<file path="src/rtl/mem_class_pkg.sv">
// mem_class_pkg
// Shared types for the march test controller and its error map.
//   march_state_t : controller phase (IDLE, W1 sweep, R1 compare,
//                   W0 sweep, R0 compare, DONE)
//   err_t         : 2-bit per-word error class stored in the map
//                   bit 0 = word failed to hold all ones  (stuck-at-0 seen)
//                   bit 1 = word failed to hold all zeros (stuck-at-1 seen)
package mem_class_pkg;

    typedef enum logic [2:0] {
        IDLE = 3'd0,
        W1   = 3'd1,
        R1   = 3'd2,
        W0   = 3'd3,
        R0   = 3'd4,
        DONE = 3'd5
    } march_state_t;

    typedef enum logic [1:0] {
        ERR_NONE  = 2'b00,
        ERR_SA0   = 2'b01,
        ERR_SA1   = 2'b10,
        ERR_MIXED = 2'b11
    } err_t;

endpackage

</file>
<file path="src/rtl/march_controller_error_map.sv">
// error_map
// N_WORDS x 2-bit error-class storage for the march controller.
// Ports:
//   clk        : rising-edge clock
//   clear      : synchronous clear of every entry to ERR_NONE (wins over we)
//   we         : write enable for waddr/wdata
//   waddr      : write address
//   wdata      : 2-bit class written at waddr
//   rmw_addr   : combinational read address used for read-modify-write
//   rmw_data   : entry at rmw_addr
//   host_addr  : host read address; addresses >= N_WORDS read as ERR_NONE
//   host_data  : entry at host_addr
module error_map
    import mem_class_pkg::*;
#(
    parameter int N_WORDS = 64,
    parameter int ADDR_W  = $clog2(N_WORDS)
) (
    input  logic              clk,
    input  logic              clear,
    input  logic              we,
    input  logic [ADDR_W-1:0] waddr,
    input  logic [1:0]        wdata,
    input  logic [ADDR_W-1:0] rmw_addr,
    output logic [1:0]        rmw_data,
    input  logic [ADDR_W-1:0] host_addr,
    output logic [1:0]        host_data
);

    logic [1:0] map_q [N_WORDS];

    always_ff @(posedge clk) begin
        if (clear) begin
            for (int i = 0; i < N_WORDS; i++) begin
                map_q[i] <= ERR_NONE;
            end
        end else if (we) begin
            map_q[waddr] <= wdata;
        end
    end

    // The controller never drives rmw_addr past N_WORDS-1.
    assign rmw_data = map_q[rmw_addr];

    // When N_WORDS is not a power of two the host can address past the end.
    always_comb begin
        host_data = ERR_NONE;
        if ({1'b0, host_addr} < (ADDR_W + 1)'(N_WORDS)) begin
            host_data = map_q[host_addr];
        end
    end

endmodule

</file>
<file path="src/rtl/march_controller.sv">
// march_controller
// Single-engine march test sequencer for a single-port RAM:
// W1 sweep, R1 compare, W0 sweep, R0 compare, then DONE. Both compare
// passes merge into one 2-bit-per-word error map readable by the host.
// Optional build macro: MARCH_FAULT_COUNT_EN adds the fault_words output.
// Ports:
//   clk, reset   : rising-edge clock, synchronous active-high reset
//   start        : run request, honoured only in IDLE or DONE
//   busy         : high in W1/R1/W0/R0
//   done         : level, high in DONE
//   mem_we       : RAM write enable (W1/W0 only)
//   mem_addr     : RAM address (= address counter)
//   mem_wdata    : RAM write data ('1 in W1, '0 otherwise)
//   mem_rdata    : RAM read data, combinational from mem_addr
//   rd_addr      : host error-map read address
//   rd_data      : error class at rd_addr (combinational)
//   fault_words  : (MARCH_FAULT_COUNT_EN) words with a non-zero class
//   state_dbg    : current controller state
//
// Handshake: start is a request qualified by (!busy). A start seen in IDLE
// or DONE is accepted on that edge, busy rises and done falls on the same
// edge; start while busy is dropped. The run always ends with busy low and
// done high; done then holds until the next accepted start or reset.
module march_controller
    import mem_class_pkg::*;
#(
    parameter int N_WORDS = 64,
    parameter int DATA_W  = 16,
    parameter int ADDR_W  = $clog2(N_WORDS)
) (
    input  logic              clk,
    input  logic              reset,
    input  logic              start,
    output logic              busy,
    output logic              done,
    output logic              mem_we,
    output logic [ADDR_W-1:0] mem_addr,
    output logic [DATA_W-1:0] mem_wdata,
    input  logic [DATA_W-1:0] mem_rdata,
    input  logic [ADDR_W-1:0] rd_addr,
    output logic [1:0]        rd_data,
`ifdef MARCH_FAULT_COUNT_EN
    output logic [ADDR_W:0]   fault_words,
`endif
    output march_state_t      state_dbg
);

    localparam logic [ADDR_W-1:0] LAST_ADDR = ADDR_W'(N_WORDS - 1);

    march_state_t      state;
    logic [ADDR_W-1:0] addr_cnt;
    logic              last_addr;
    logic              accept_start;

    logic              fail1;
    logic              fail0;
    logic              map_we;
    logic [1:0]        map_wdata;
    logic [1:0]        rmw_rd;

    assign last_addr    = (addr_cnt == LAST_ADDR);
    assign accept_start = start && ((state == IDLE) || (state == DONE));
    assign mem_addr     = addr_cnt;
    assign state_dbg    = state;

    // Sequencer: state, counter and all RAM-side outputs are registered
    // together, so outputs always match the phase the counter is in.
    always_ff @(posedge clk) begin
        if (reset) begin
            state     <= IDLE;
            addr_cnt  <= '0;
            busy      <= 1'b0;
            done      <= 1'b0;
            mem_we    <= 1'b0;
            mem_wdata <= '0;
        end else begin
            case (state)
                IDLE, DONE: begin
                    if (start) begin
                        state     <= W1;
                        addr_cnt  <= '0;
                        busy      <= 1'b1;
                        done      <= 1'b0;
                        mem_we    <= 1'b1;
                        mem_wdata <= '1;
                    end
                end
                W1: begin
                    if (last_addr) begin
                        state     <= R1;
                        addr_cnt  <= '0;
                        mem_we    <= 1'b0;
                        mem_wdata <= '0;
                    end else begin
                        addr_cnt  <= addr_cnt + 1'b1;
                    end
                end
                R1: begin
                    if (last_addr) begin
                        state     <= W0;
                        addr_cnt  <= '0;
                        mem_we    <= 1'b1;
                        mem_wdata <= '0;
                    end else begin
                        addr_cnt  <= addr_cnt + 1'b1;
                    end
                end
                W0: begin
                    if (last_addr) begin
                        state     <= R0;
                        addr_cnt  <= '0;
                        mem_we    <= 1'b0;
                    end else begin
                        addr_cnt  <= addr_cnt + 1'b1;
                    end
                end
                R0: begin
                    if (last_addr) begin
                        state     <= DONE;
                        addr_cnt  <= '0;
                        busy      <= 1'b0;
                        done      <= 1'b1;
                    end else begin
                        addr_cnt  <= addr_cnt + 1'b1;
                    end
                end
                default: begin
                    state     <= IDLE;
                    addr_cnt  <= '0;
                    busy      <= 1'b0;
                    done      <= 1'b0;
                    mem_we    <= 1'b0;
                    mem_wdata <= '0;
                end
            endcase
        end
    end

    assign fail1 = (mem_rdata != '1);
    assign fail0 = (mem_rdata != '0);

    // R1 overwrites the whole entry, so a fresh run needs no pre-clear.
    // R0 keeps the R1 result in bit 0 and adds its own verdict in bit 1.
    always_comb begin
        map_we    = 1'b0;
        map_wdata = ERR_NONE;
        if (state == R1) begin
            map_we    = 1'b1;
            map_wdata = {1'b0, fail1};
        end else if (state == R0) begin
            map_we    = 1'b1;
            map_wdata = {fail0, rmw_rd[0]};
        end
    end

    // Reset doubles as the map clear and wins over any compare write in
    // the same cycle, so an aborted run leaves nothing behind.
    error_map #(
        .N_WORDS (N_WORDS),
        .ADDR_W  (ADDR_W)
    ) u_error_map (
        .clk       (clk),
        .clear     (reset),
        .we        (map_we),
        .waddr     (addr_cnt),
        .wdata     (map_wdata),
        .rmw_addr  (addr_cnt),
        .rmw_data  (rmw_rd),
        .host_addr (rd_addr),
        .host_data (rd_data)
    );

`ifdef MARCH_FAULT_COUNT_EN
    // Counts R0 cycles whose merged entry is non-zero: exactly one per
    // faulty word, since every word is visited once in R0.
    always_ff @(posedge clk) begin
        if (reset || accept_start) begin
            fault_words <= '0;
        end else if (map_we && (state == R0) && (map_wdata != ERR_NONE)) begin
            fault_words <= fault_words + 1'b1;
        end
    end
`else
    logic unused_accept;
    assign unused_accept = accept_start;
`endif

endmodule
</file>
<file path="config.mk">
export PLATFORM = sky130hd
export DESIGN_NAME = march_controller
export DESIGN_NICKNAME = d
export VERILOG_FILES = /design/src/rtl/mem_class_pkg.sv /design/src/rtl/march_controller_error_map.sv /design/src/rtl/march_controller.sv
export SDC_FILE = /design/constraint.sdc
export NUM_CORES = 1
export LEC_CHECK = 0
export CAP_MARGIN = 20
export CORE_UTILIZATION = 40
export CTS_CLUSTER_DIAMETER = 150
export DETAILED_ROUTE_END_ITERATION = 12
export PLACE_DENSITY_LB_ADDON = 0.05
export SLEW_MARGIN = 20
export SYNTH_ARGS = -nofsm -noshare
export SYNTH_HDL_FRONTEND = slang
export SYNTH_SLANG_ARGS = --single-unit
</file>
<file path="constraint.sdc">
create_clock -name clk -period 4.2 [get_ports clk]
set_clock_uncertainty 0.2 [all_clocks]
set_input_delay 0.63 -clock clk [delete_from_list [all_inputs] [get_ports clk]]
set_output_delay 0.63 -clock clk [all_outputs]
set_load 0.01 [all_outputs]
</file>
==> results of run 1 <==
[synthesized netlist by cell type, types with 5 or more instances]
cell / number / area share (%)
nand3b_1: 5 / 0.50
o22ai_1: 6 / 0.50
mux4_2: 12 / 3.6
nor4_1: 5 / 0.42
buf_4: 16 / 1.6
o21ai_1: 8 / 0.53
mux2_2: 6 / 0.90
clkbuf_1: 42 / 2.1
mux2i_1: 8 / 1.1
o21ai_0: 129 / 8.6
buf_1: 7 / 0.35
nor2_1: 149 / 7.4
dfxtp_1: 13 / 3.5
nand3_1: 7 / 0.47
buf_2: 11 / 0.73
inv_1: 5 / 0.25
nor3_1: 6 / 0.40
nand2b_1: 12 / 1.0
mux4_1: 16 / 5.6
nand4_1: 6 / 0.50
a21oi_1: 9 / 0.60
edfxtp_1: 128 / 51
nand2_1: 43 / 2.1
[routing by layer]
layer  vias up  part of all wire [%]  global-route usage (%)
li1       2563                     -                       -
met1      2746                    44                    29.5
met2       247                    46                    34.3
met3        28                   7.3                    4.59
met4         0                   2.3                    8.54
met5         -                     0                       0
[state kept, by name, indices dropped and copies added (netlist names)]
signal	count
mem_we	1
state_dbg	3
mem_wdata	1
busy	1
u_error_map.map_q	128
mem_addr	6
done	1
[worst min-delay path, delay by kind of cell, from the launching register on]
kind	cells	cell delay, ns
buffers and inverters	1	0.04
flip-flops	1	0.30
AO/OA/AOI/OAI	1	0.05
[cell type report]
cell class,instances,area share [%]
clock buffers,18,5.04
clock inverters,12,1.23
inverters,5,0.220
multi-input cells,477,34.8
flip-flops and latches,141,48.2
well taps,229,3.36
repair buffers,60,7.15
[path summary, 6_finish.rpt]
check | start | to | depth (start not counted)
worst max-delay path | rd_addr[0] | rd_data[0] | 7
worst min-delay path | done$_SDFFE_PP0P_ | done$_SDFFE_PP0P_ | 2
worst max register to register | state_dbg[1]$_SDFFE_PP0P_ | u_error_map.map_q[12][0]$_SDFFCE_PN0P_ | 4
worst min register to register | done$_SDFFE_PP0P_ | done$_SDFFE_PP0P_ | 2
[power by group]
group,leakage [nW],internal [mW],switching [mW]
sequential,1.38,1.58,0.0271
clock,0.260,0.849,0.560
combinational,1.10,0.139,0.143
[cells by family after synthesis]
family	synth area share [%]
AO/OA/AOI/OAI	12.4
XOR/XNOR	0.466
adder cells (fa/ha/maj)	0.166
buffers and inverters	5.89
flip-flops	54.6
multiplexers	11.2
AND/OR/NAND/NOR	15.3
==> impl_metrics.tcl, run 1 <==
set metrics [dict create \
    r2r_setup_slack_ns 1.62 \
    dp.cells 912 \
    finalHoldViolCount 0 \
    synth_cell_type_count 54 \
    path_cells "clkdlybuf4s50_1, buf_4, mux4_1, o22ai_1, o21ai_1, a32o_1, clkdlybuf4s50_1" \
    arrival_ns 3.04 \
    grt_use_total_pct 21.8 \
    crit_top_cell "clkdlybuf4s50_1" \
    rsz0062_at_grt "no" \
    worst_slack_ns 0.329 \
    post_cts_buffers 0 \
    worstSetupStartpointType "input pin" \
    root_buffer "clkbuf_16" \
    max-slew-margin-rel_pct 33.9 \
    dr_total_vias 5584 \
    core_area_sq_mm 0.0182 \
    place_area_sq_mm 0.00798 \
    status "finished clean" \
    die-area_sq_mm 0.0193 \
    grt_pass1_wl_microns 30900 \
    diodes 0 \
    postCtsHoldBufs 0 \
    clk_latency_ns 0.42 \
    end_kind "output port" \
    syn_avg_cell_area_sq_um 10.7 \
    antenna_found_initial 0 \
    vias_per_cell 5.93 \
    multi_input_comb_area_sq_mm 0.00297 \
    final_common_cell "nor2_1" \
    die_w_microns 139 \
    port_buffers 54 \
    worst_pin_slew_ns 0.988 \
    cp_num_buf_inv 3 \
    area_growth_pct 13.4 \
    drive_gt1_share_pct 8.27 \
    drc 0 \
    h-tree-depth 4 \
    synth_edf_count 128 \
    yosysSeqAreaShare_pct 54.6 \
    dp_hpwl_microns 12900 \
    final_cell_area_sq_mm 0.00852 \
    seq_area_sq_mm 0.00410 \
    drt_iter0_markers 530 \
    final_cells 942 \
    syn-cell-area_sq_mm 0.00751 \
    routed_wl_microns 20200 \
    cap_violations 0 \
    grt-ovfl-total 0 \
    pre_cts_slack_ns 0.331 \
    setup-tns-final_ns 0 \
    power_density_mw_per_mm2 387 \
    drt.antenna.violating_nets 0 \
    max_freq_mhz 258 \
    clk_pin_slew_ns 0.06 \
    tritoncts "built" \
    clock_path_buffers 2 \
    report.final.slew_viol_count 0 \
    post_cts_resized 0 \
    ys.flop_type "edfxtp_1" \
    gp_congestion 0.816 \
    fin_crit_sh_pct 92.2 \
    crit_type "in -> out" \
    synth_fp_nets 730 \
    start_util_pct 41.3 \
    synthesis.instances 704 \
    power.total_mw 3.30 \
    rows 49 \
    cp.required_ns 3.37 \
    crit_family "buffers and inverters" \
    ys_ff_latch 141 \
    fin_hold_ws_ns 0.247 \
    nFillCells 1702 \
    vdd_drop_max_mv 0.287 \
    ys_async_sr_fraction_pct 0 \
    layout_common_cells "149 x nor2_1, 129 x o21ai_0, 128 x edfxtp_1" \
    post_drt_wl_per_cell_microns 21.4 \
    io_pins 55 \
    max_stage_delay_ns 0.59 \
    cts_made_buffers 17 \
    utilization_pct 46.8 \
    grt_max_degree 130 \
    critPathSlowestCell "mux4_1" \
    final_nets 728 \
    period_needed_ns 3.87 \
    p_leak_nw 2.74 \
    firstDrtPassIters 5 \
    worst_hold_path_type "reg -> reg" \
    clock_sinks 141 \
    ys_warn_count 0 \
    grt_pass1_vias 5326 \
    crit_fanout 13 \
    die_h_microns 139 \
    setup_viol_count_final 0 \
]
Note: power is estimated with default switching activity, not from simulation.
==> run 2, diff against run 1 <==
--- a/config.mk
+++ b/config.mk
@@ -6,10 +6,11 @@
 export NUM_CORES = 1
 export LEC_CHECK = 0
 export CAP_MARGIN = 20
-export CORE_UTILIZATION = 40
+export CORE_UTILIZATION = 50
 export CTS_CLUSTER_DIAMETER = 150
 export DETAILED_ROUTE_END_ITERATION = 12
 export PLACE_DENSITY_LB_ADDON = 0.05
+export SETUP_SLACK_MARGIN = 0.2
 export SLEW_MARGIN = 20
 export SYNTH_ARGS = -nofsm -noshare
 export SYNTH_HDL_FRONTEND = slang
==> run 2 against run 1 <==
Wire length fell by 5.6%; sequential power about the same; clock-buffer cell count up 1; worst hold slack improved by 0.020 ns; sequential share of layout area increased by 0.20 points; setup slack better by 0.038 ns; global-route usage is 3.2 points higher; largest cell class unchanged; highest routed layer unchanged.
==> impl_metrics.tcl, run 2 (synthesized netlist as in run 1, its figures left out) <==
set metrics [dict create \
    h-tree-depth 4 \
    postCtsHoldBufs 0 \
    drc 0 \
    cap_violations 0 \
    grt-ovfl-total 0 \
    rows 44 \
    crit_end "rd_data[0]" \
    core_area_sq_mm 0.0146 \
    final_common_cell "nor2_1" \
    crit_start "rd_addr[0]" \
    die_w_microns 125 \
    clock_sinks 141 \
    r2r_setup_slack_ns 1.70 \
    clock_path_buffers 2 \
    cp_num_cells 7 \
    drt.antenna.violating_nets 0 \
    rsz0062_at_grt "no" \
    clk_latency_ns 0.42 \
    grt_max_degree 130 \
    multi_input_comb_area_sq_mm 0.00297 \
    clk_pin_slew_ns 0.06 \
    worstSetupStartpointType "input pin" \
    power.total_mw 3.29 \
    p_sw_mw 0.718 \
    crit_top_cell "clkdlybuf4s50_1" \
    cp.required_ns 3.37 \
    combPwrFrac_pct 8.5 \
    dr_total_vias 5615 \
    max_freq_mhz 261 \
    largest_reg_flops 128 \
    worst_hold_path_type "reg -> reg" \
    area_growth_pct 12.9 \
    end_kind "output port" \
    place_area_sq_mm 0.00793 \
    die-area_sq_mm 0.0155 \
    p_sw_share_pct 21.8 \
    crit_fanout 13 \
    worst_slack_ns 0.367 \
    crit_type "in -> out" \
    post_drt_wl_per_cell_microns 21.2 \
    pre_cts_slack_ns 0.383 \
    finalHoldViolCount 0 \
    cts_made_buffers 17 \
    clkPwrFrac_pct 42.6 \
    drive_gt1_share_pct 8.38 \
    fin_crit_sh_pct 91.3 \
    arrival_ns 3.00 \
    grt_use_total_pct 25.0 \
    r2r_end "u_error_map.map_q[40][1]$_SDFFCE_PN0P_" \
    die_h_microns 125 \
    start_util_pct 51.5 \
    setup_viol_count_final 0 \
    cp_num_buf_inv 3 \
    gp_congestion 0.849 \
    grt_pass1_wl_microns 29400 \
    worst_pin_slew_ns 1.09 \
    p_int_mw 2.57 \
    report.final.slew_viol_count 0 \
    dp_hpwl_microns 12500 \
    drt_iter0_markers 721 \
    seqPwrFrac_pct 49.0 \
    port_buffers 54 \
    power_density_mw_per_mm2 388 \
    fin_hold_ws_ns 0.268 \
    layout_common_cells "149 x nor2_1, 129 x o21ai_0, 128 x edfxtp_1" \
    path_cells "clkdlybuf4s50_1, buf_4, mux4_1, o221ai_1, o21ai_1, a32o_1, clkdlybuf4s50_1" \
    period_needed_ns 3.83 \
    max_stage_delay_ns 0.58 \
    reg2reg_depth 4 \
    routed_wl_microns 19000 \
    root_buffer "clkbuf_16" \
    nFillCells 1221 \
    p_leak_nw 2.75 \
    seq_area_sq_mm 0.00410 \
    status "finished clean" \
    tritoncts "built" \
    antenna_found_initial 0 \
    final_nets 730 \
    crit_family "buffers and inverters" \
    post_cts_buffers 0 \
    vdd_drop_max_mv 0.264 \
    diodes 0 \
    grt_pass1_vias 5256 \
    io_pins 55 \
    r2r-start "state_dbg[2]$_SDFFE_PP0P_" \
    final_cell_area_sq_mm 0.00849 \
    max-slew-margin-rel_pct 27.0 \
    firstDrtPassIters 6 \
    vias_per_cell 6.24 \
    largest_register "u_error_map.map_q" \
    setup-tns-final_ns 0 \
    critPathSlowestCell "mux4_1" \
    post_cts_resized 0 \
]
[run 2: cell types whose count changed in the layout (fill, tap and decap cells not counted)]
cell      previous run  this run
buf_6                1         0
clkbuf_1             1         2
clkinv_1             6         7
clkinv_2             3         2
buf_4                3         5
buf_8                0         1
[run 2: how the worst min path moves through the flow]
stage | cells past startpoint | endpoint | start
after global routing | 2 | busy$_SDFFE_PP0P_ | busy$_SDFFE_PP0P_
after global placement | 2 | done$_SDFFE_PP0P_ | done$_SDFFE_PP0P_
after floorplan | 2 | done$_SDFFE_PP0P_ | done$_SDFFE_PP0P_
final | 2 | done$_SDFFE_PP0P_ | done$_SDFFE_PP0P_
after CTS | 2 | done$_SDFFE_PP0P_ | done$_SDFFE_PP0P_
after detailed placement | 2 | done$_SDFFE_PP0P_ | done$_SDFFE_PP0P_
[run 2: tightest hold or removal path: cells and delay by family, from the launching register on]
kind                   cells  cell delay, ns
AOI/OAI and AO/OA          1            0.05
DFF                        1            0.31
buffers and inverters      1            0.05
[run 2: metal layers]
layer | global-route usage, % | part of all wire, % | vias to the layer above
met2 | 38.3 | 46 | 237
met4 | 9.28 | 1.2 | 0
met5 | 0 | 0 | -
li1 | - | - | 2567
met3 | 4.17 | 6.8 | 18
met1 | 36.0 | 46 | 2793
[run 2: per-stage QoR]
stage / instances / util [%]
2_1_floorplan: 704 / -
3_3_place_gp: 868 / 54.4
3_5_place_dp: 868 / 54.4
4_1_cts: 899 / 58.1
5_1_grt: 900 / 58.2
6_report: 900 / 58.2
[run 2: power by group through the flow]
| stage | logic [mW] | registers (mW) | clock network [mW] |
|---|---|---|---|
| after CTS | 0.278 | 1.61 | 1.41 |
| after detailed placement | 0.277 | 1.64 | 0 |
| final | 0.278 | 1.61 | 1.40 |
| after global routing | 0.299 | 1.62 | 1.47 |
| after global placement | 0.271 | 1.64 | 0 |
| after floorplan | 0.191 | 1.63 | 0 |
[run 2: cell type report]
class                   instances  area share [%]
flip-flops and latches        141            48.4
multi-input cells             477            35.0
repair buffers                 62            7.40
clock buffers                  19            5.10
well taps                     184            2.71
clock inverters                12            1.22
inverters                       5           0.221
